### config.mk
export PLATFORM = sky130hd
export DESIGN_NAME = alu_status_reg
export DESIGN_NICKNAME = d
export VERILOG_FILES = /design/src/rtl/alu_status_reg_pkg.sv /design/src/rtl/alu_status_reg_bcd_adjust.sv /design/src/rtl/alu_status_reg.sv
export SDC_FILE = /design/constraint.sdc
export NUM_CORES = 1
export LEC_CHECK = 0
export ABC_AREA = 1
export CELL_PAD_IN_SITES_DETAIL_PLACEMENT = 0
export CELL_PAD_IN_SITES_GLOBAL_PLACEMENT = 1
export CORE_MARGIN = 8
export CORE_UTILIZATION = 30
export CTS_CLUSTER_DIAMETER = 60
export CTS_CLUSTER_SIZE = 8
export DETAILED_ROUTE_END_ITERATION = 8
export PLACE_DENSITY = 0.85
export SLEW_MARGIN = 20
export SYNTH_ARGS = -nofsm -noshare
export SYNTH_HDL_FRONTEND = slang
export SYNTH_SLANG_ARGS = --single-unit
### constraint.sdc
create_clock -name CLK -period 2.35 [get_ports CLK]
set_input_delay 0.235 -clock CLK [delete_from_list [all_inputs] [get_ports CLK]]
set_output_delay 0.235 -clock CLK [all_outputs]
set_load 0.02 [all_outputs]
### src/rtl/alu_status_reg_pkg.sv
// alu_status_reg_pkg: P bit indices, reset value and BCD correction constants.
package alu_status_reg_pkg;
    localparam int P_C = 0;
    localparam int P_Z = 1;
    localparam int P_I = 2;
    localparam int P_D = 3;
    localparam int P_B = 4;
    localparam int P_U = 5;
    localparam int P_V = 6;
    localparam int P_N = 7;
    localparam logic [7:0] P_RESET = 8'h24;
    localparam logic [7:0] BCD_06 = 8'h06;
    localparam logic [7:0] BCD_60 = 8'h60;
    localparam logic [7:0] BCD_9F = 8'h9F;
endpackage

### src/rtl/alu_status_reg_bcd_adjust.sv
// bcd_adjust: decimal correction of an ALU result.
// Ports: result/hcout/cout from the ALU, dec_add/dec_sub select the correction
// (dec_add wins), adj is the corrected byte, c_new the resulting carry.
module bcd_adjust
    import alu_status_reg_pkg::*;
(
    input  logic [7:0] result,
    input  logic       hcout,
    input  logic       cout,
    input  logic       dec_add,
    input  logic       dec_sub,
    output logic [7:0] adj,
    output logic       c_new
);
    logic [7:0] lo_fix;
    logic       hi_add;
    always_comb begin
        lo_fix = (hcout || result[3:0] > 4'd9) ? result + BCD_06 : result;
        hi_add = cout || lo_fix > BCD_9F;
        adj    = result;
        c_new  = cout;
        if (dec_add) begin
            adj   = hi_add ? lo_fix + BCD_60 : lo_fix;
            c_new = hi_add;
        end else if (dec_sub) begin
            adj = result - (hcout ? 8'h00 : BCD_06) - (cout ? 8'h00 : BCD_60);
        end
    end
endmodule

### src/rtl/alu_status_reg.sv
// alu_status_reg: ALU result hold register with BCD correction and status register P.
// Ports: CLK/RST; ALU inputs RESULT OF Cout HCout ALU_VALID DEC_ADD DEC_SUB UPD_*;
// flag micro-ops SET_*/CLR_*; P_LOAD/P_IN whole-register load; PUSH_BRK drives P[4];
// outputs ADD, VALID_OUT, P and D_FLAG.
module alu_status_reg
    import alu_status_reg_pkg::*;
(
    input  logic       CLK,
    input  logic       RST,
    input  logic [7:0] RESULT,
    input  logic       OF,
    input  logic       Cout,
    input  logic       HCout,
    input  logic       ALU_VALID,
    input  logic       DEC_ADD,
    input  logic       DEC_SUB,
    input  logic       UPD_NZ,
    input  logic       UPD_C,
    input  logic       UPD_V,
    input  logic       SET_C,
    input  logic       CLR_C,
    input  logic       SET_I,
    input  logic       CLR_I,
    input  logic       SET_D,
    input  logic       CLR_D,
    input  logic       CLR_V,
    input  logic       P_LOAD,
    input  logic [7:0] P_IN,
    input  logic       PUSH_BRK,
    output logic [7:0] ADD,
    output logic       VALID_OUT,
    output logic [7:0] P,
    output logic       D_FLAG
);
    logic [7:0] add_q, add_d, adj;
    logic       valid_q, valid_d, c_new;
    logic       n_q, n_d, v_q, v_d, d_q, d_d, i_q, i_d, z_q, z_d, c_q, c_d;
    logic       unused_p_in;
    assign unused_p_in = ^P_IN[P_U:P_B];
    bcd_adjust u_bcd (
        .result (RESULT),
        .hcout  (HCout),
        .cout   (Cout),
        .dec_add(d_q && DEC_ADD),
        .dec_sub(d_q && DEC_SUB && !DEC_ADD),
        .adj    (adj),
        .c_new  (c_new)
    );
    // Priority per flag: P_LOAD, then CLR, then SET, then the ALU source.
    always_comb begin
        add_d   = ALU_VALID ? adj : add_q;
        valid_d = ALU_VALID;
        n_d = P_LOAD ? P_IN[P_N] : (ALU_VALID && UPD_NZ) ? adj[7] : n_q;
        z_d = P_LOAD ? P_IN[P_Z] : (ALU_VALID && UPD_NZ) ? (adj == 8'h00) : z_q;
        v_d = P_LOAD ? P_IN[P_V] : CLR_V ? 1'b0 : (ALU_VALID && UPD_V) ? OF : v_q;
        c_d = P_LOAD ? P_IN[P_C] : CLR_C ? 1'b0 : SET_C ? 1'b1 : (ALU_VALID && UPD_C) ? c_new : c_q;
        i_d = P_LOAD ? P_IN[P_I] : CLR_I ? 1'b0 : SET_I ? 1'b1 : i_q;
        d_d = P_LOAD ? P_IN[P_D] : CLR_D ? 1'b0 : SET_D ? 1'b1 : d_q;
    end
    always_ff @(posedge CLK) begin
        if (RST) begin
            add_q   <= 8'h00;
            valid_q <= 1'b0;
            n_q     <= P_RESET[P_N];
            v_q     <= P_RESET[P_V];
            d_q     <= P_RESET[P_D];
            i_q     <= P_RESET[P_I];
            z_q     <= P_RESET[P_Z];
            c_q     <= P_RESET[P_C];
        end else begin
            add_q   <= add_d;
            valid_q <= valid_d;
            n_q     <= n_d;
            v_q     <= v_d;
            d_q     <= d_d;
            i_q     <= i_d;
            z_q     <= z_d;
            c_q     <= c_d;
        end
    end
    assign ADD       = add_q;
    assign VALID_OUT = valid_q;
    assign D_FLAG    = d_q;
    assign P         = {n_q, v_q, 1'b1, PUSH_BRK, d_q, i_q, z_q, c_q};
endmodule

# Word level (Yosys, flattened, before mapping)
# Cells that the tools add are included.
# W data, S select, Z words.
# totals
register_bits	15
input_bits	36
out_inout_bits	18
wordCells	53
# classes
n_addsub	4
order_cmp	2
mux	24
n_reduce_logical	15
# op_table
cell	n
$mux W8	4
$mux W1	18
$sub A8 B8 Y8	2
$reduce_bool A3 Y1	3
$add A8 B3 Y8 const B	1
$add A8 B7 Y8 const B	1
$gt A8 B8 Y1 const B	1
$logic_not A8 Y1	1
$mux W7	1
$logic_and A1 B1 Y1	6
$gt A4 B4 Y1 const B	1
$reduce_bool A4 Y1	1
$mux W3	1
$logic_or A1 B1 Y1	2
$reduce_bool A2 Y1	1
$logic_not A1 Y1	1

# Longest topological paths before layout
# depth
depth_word	10
ltp_mapped	19
ltp_nobuf	18

# Cells and area by module
# A second synthesis with hierarchy kept.
# unflattened
cells_unflattened	238
hier_area_um2	1500.2
# by_module_without_submodules
mod	n_inst	cells_each	area_per_inst_um2	seq_area_each_um2
bcd_adjust	1	139	783.3	0.0
alu_status_reg	1	99	716.9	300.3

# Worst setup path after synthesis
# OpenSTA, ideal clock, no wires.
# synth_timing
path_type	in2reg
startpoint	in RESULT[1]
endpoint	reg z_q
setup_ns	0.127
arrival_ns	1.873
required_ns	2.223
path_slack_ns	0.350
stages	17
path_buffers	1
cell_sequence	inv_1 > ha_1 > o21ai_2 > nand2_2 > nand2_2 > buf_6 > nand3_1 > and2_2 > ha_1 > o21ai_0 > nand2_1 > inv_1 > nand2_1 > nand2_1 > inv_2 > nand3_1 > a21oi_2
# synth_via
elab_chain_len	10
word_cells_on_any_way	15
cone_classes	add/sub: 4; order compare: 2; mux: 6; reduce/logical: 3
# synth_lines
item	line_no	source
from (decl)	alu_status_reg.sv:10	input logic [7:0] RESULT,
branches (longest 6 deep; another with $add A8 B3 Y8)	-	
$mux W8 *	alu_status_reg_bcd_adjust.sv:22	if (dec_add) begin
$logic_not A8 Y1 *	alu_status_reg.sv:54	z_d = P_LOAD ? P_IN[P_Z] : (ALU_VALID && UPD_NZ) ? (adj == 8'h00) : z_q;
$mux W1 * (2 in a row)	alu_status_reg.sv:54	
to (signal assigned)	alu_status_reg.sv:68	z_q <= P_RESET[P_Z];
to (signal assigned)	alu_status_reg.sv:77	z_q <= z_d;
to (decl)	alu_status_reg.sv:37	logic n_q, n_d, v_q, v_d, d_q, d_d, i_q, i_d, z_q, z_d, c_q, c_d;
# Mark *: on every way between the ends. The select of a mux whose other input is x is not followed.
# A chain may end at the register's enable or synchronous reset.

# Worst setup path after layout
# Ends and elaborated chain as after synthesis.

==> impl_metrics.csv <==
group,metric,value,unit
run_status,status,"finished, final reports clean",
synth,synth.cell_area,1480,um2
critical_path,worstSetupPathType,"in2reg",
job,maxCapViolCount,0,
global_routing,grt_pass1_vias,1550,
layout,layout.nets,348,
critical_path,worst-path-buf-inv,4,
clocking,clk_pin_slew,0.06,ns
timing,fin_skew,0.00120,ns
critical_path,r2r-start,"D_FLAG$_SDFFE_PP0P_",
drt,drc,0,
min_path,worst_hold_path.endpoint,"P[4]",
drt,postRouteAntennaNets,0,
synth,ys_top_cells_by_area,"dfxtp_1 20%, ha_1 12%, nand2_1 10%, inv_1 8.7%, o21ai_0 8.1%",
global_routing,grt-ovfl-total,0,
place,hpwlAfterDp,3430,um
global_routing,grt_antenna_before_repair,0,
synth,synth_edf_count,0,
synth,async_reset_ff_share,0,%
drt,vias_per_cell,4.40,
critical_path,cp_cell_sequence,"clkdlybuf4s50_1, inv_1, buf_4, ha_1, inv_2, nand3_1, nand2_1, nand2_1, nand2_1, nand2_2, ha_2, nand2_1, nand3_1, nand2_1, nor2_2, nand3_1, a21oi_2",
clocking,clock_sinks,15,
critical_path,cp_common_cell,"nand2_1",
min_path,hold_path.class,"in2out",
critical_path,startpoint,"RESULT[1]",
synth,synth_flop_cell,"dfxtp_1",
synth,ys_types,33,
clocking,clock_latency,0.24,ns
drt,vias,1600,
drt,drt-pass1-iter-count,4,
layout,final_cells,364,
critical_path,cp_top_family,"buffers and inverters",
drt,routed-wl-met2,1710,um
power,ir_worst_vdd,0.137,mV
drt,routedWlPerCell,11.3,um
critical_path,max_stage_delay,0.47,ns
drt,drt_iter0_drc,52,
die,pin_count,54,
clocking,htreeDepth,1,
critical_path,reg2reg_slack,0.59,ns
die,num_rows,25,
drt,drt-met1-wl,2060,um
timing,fin_crit,2.18,ns
place,dp_cells,360,
critical_path,reg2reg_to,"z_q$_SDFFE_PP0P_",
place,place_area,2150,um2
critical_path,required,2.53,ns
min_path,hold_depth,0,
global_routing,grt_max_degree,13,
die,die_h,86.1,um
layout,final_cell_mix,"47 x clkdlybuf4s50_1, 39 x nand2_1, 30 x inv_1",
power,p_leak,1.06,nW
timing,fin_crit_sh,92.7,%
synth,ys_warn_count,0,
synth,synth_fp_nets,281,
layout,stdcell_area,2250,um2
synth,ys_ff_latch,15,
drt,wl_met3,334,um
layout,diodes,0,
synth,seq_area_frac_synth,20.4,%
critical_path,critPathLaunchType,"input port",
drt,top_layer,"met4",
critical_path,crit_path_max_fanout,5,
timing,finalHoldViolCount,0,
die,coreArea,4720,um2
min_path,min_from,"PUSH_BRK",
clocking,cts-root-buf,"clkbuf_8",
synth,synth_top_area_share,20.4,%
layout,final.fill_count,509,
layout,final_common_cell,"clkdlybuf4s50_1",
synth,avgSynthCellArea,6.39,um2
clocking,cts_tree,"done",
layout,area_growth,52.4,%
critical_path,end_kind,"register",
synth,yosysTopAreaCell,"dfxtp_1",
critical_path,reg2reg_depth,9,
timing,maxClockFrequency,0.459,GHz
global_routing,grt_pass1_wl,7160,um
clocking,cts_buffers,3,
drt,wirelength,4120,um
clocking,clockBufferDepth,2,
global_routing,grt_usage,11.5,%
critical_path,worstPathArrival,2.36,ns
timing,setup_viol,0,
layout,drive_above_1_share,19.9,%
power,powerDensity,389,nW/um2
die,die_w,86.1,um
critical_path,slowest_stage,"clkdlybuf4s50_1",
die,start_util,31.2,%
die,dieArea,7420,um2
place,numPortBuffers,48,
synth,synth_cells,231,
timing,slew_viol_final,0,
place,gp_congestion,0.808,
-- worst reg2reg max path, stage by stage (launching register included) --
cell and delay [ns]:
dfxtp_1 0.41, nand2_1 0.22, inv_1 0.25, o21ai_0 0.12, o21ai_0 0.25, nor2_1 0.09
nand4_1 0.12, nor2_2 0.05, nand3_1 0.08, a21oi_2 0.06
-- final cells by class --
type                       count  area, um2  share of cell area [%]
inverter                      39        146                    6.51
clock buffer                   4       45.0                    2.00
tap                           67       83.8                    3.73
timing repair buffer          74        678                    30.2
multi-input combinational    165        995                    44.2
sequential                    15        300                    13.4
-- per-stage QoR --
step | power (mW) | setup WS, ns | TNS, ns | hold slack, ns | utilization, %
5_1_grt | 0.938 | -0.0154 | -0.0252 | 0.470 | 47.6
2_1_floorplan | 0.493 | 0.350 | 0 | 0.336 | -
3_3_place_gp | 0.650 | -0.192 | -0.676 | 0.470 | 45.6
6_report | 0.874 | 0.172 | 0 | 0.470 | 47.6
4_1_cts | 0.863 | 0.00987 | 0 | 0.470 | 46.5
3_5_place_dp | 0.655 | -0.243 | -0.989 | 0.470 | 45.6
-- repair_timing --
item / 4_1_cts / 5_1_grt
setup endpoints to repair: 0 / 5
gates resized for setup: 0 / 16
hold buffers: 0 / 0
buffers inserted: 0 / 0
-- power by group --
group	switching [mW]	internal (mW)
Clock	0.0893	0.120
Combinational	0.189	0.193
Sequential	0.00968	0.273
-- synthesized netlist by cell type (3+ instances only) --
library cell	instances
ha_1	14
nor3_1	3
xor2_1	4
nand3_1	17
inv_1	34
inv_2	5
a31oi_1	3
nand2_2	5
nand2_1	40
clkbuf_1	3
buf_4	8
o21ai_0	24
o211ai_1	3
nand4_1	4
dfxtp_1	15
nor2_1	21
a21oi_1	9
-- kinds of logic (layout without fill, tap and decap cells) --
kind of cell    count (synthesis)  in the layout  synth area share, %
fa+ha+maj                      14             14                 11.9
other cells                     1              1                0.254
xor+xnor                        6              6                 3.56
buf+inv                        51            117                 15.5
compound gates                 48             48                 19.3
flops                          15             15                 20.4
simple gates                   96             96                 29.1
-- registers in the layout, summed over array words and instances, names as in the netlist --
| name | cells |
|---|---|
| D_FLAG | 1 |
| v_q | 1 |
| n_q | 1 |
| z_q | 1 |
| ADD | 8 |
| i_q | 1 |
| VALID_OUT | 1 |
| c_q | 1 |
-- metal layers --
layer	GRT usage, %	vias up
met1	15.2	681
met3	2.58	2
li1	-	872
met5	0	-
met2	18.3	45
met4	2.87	0
-- how the worst max path moves through the flow --
stage | end | depth (start not counted)
floorplan | z_q$_SDFFE_PP0P_ | 17
global placement | z_q$_SDFFE_PP0P_ | 17
detailed placement | z_q$_SDFFE_PP0P_ | 17
CTS | z_q$_SDFFE_PP0P_ | 17
global route | ADD[7]$_SDFFE_PP0P_ | 17
finish | z_q$_SDFFE_PP0P_ | 17
Note: power is estimated with default switching activity, not from simulation.
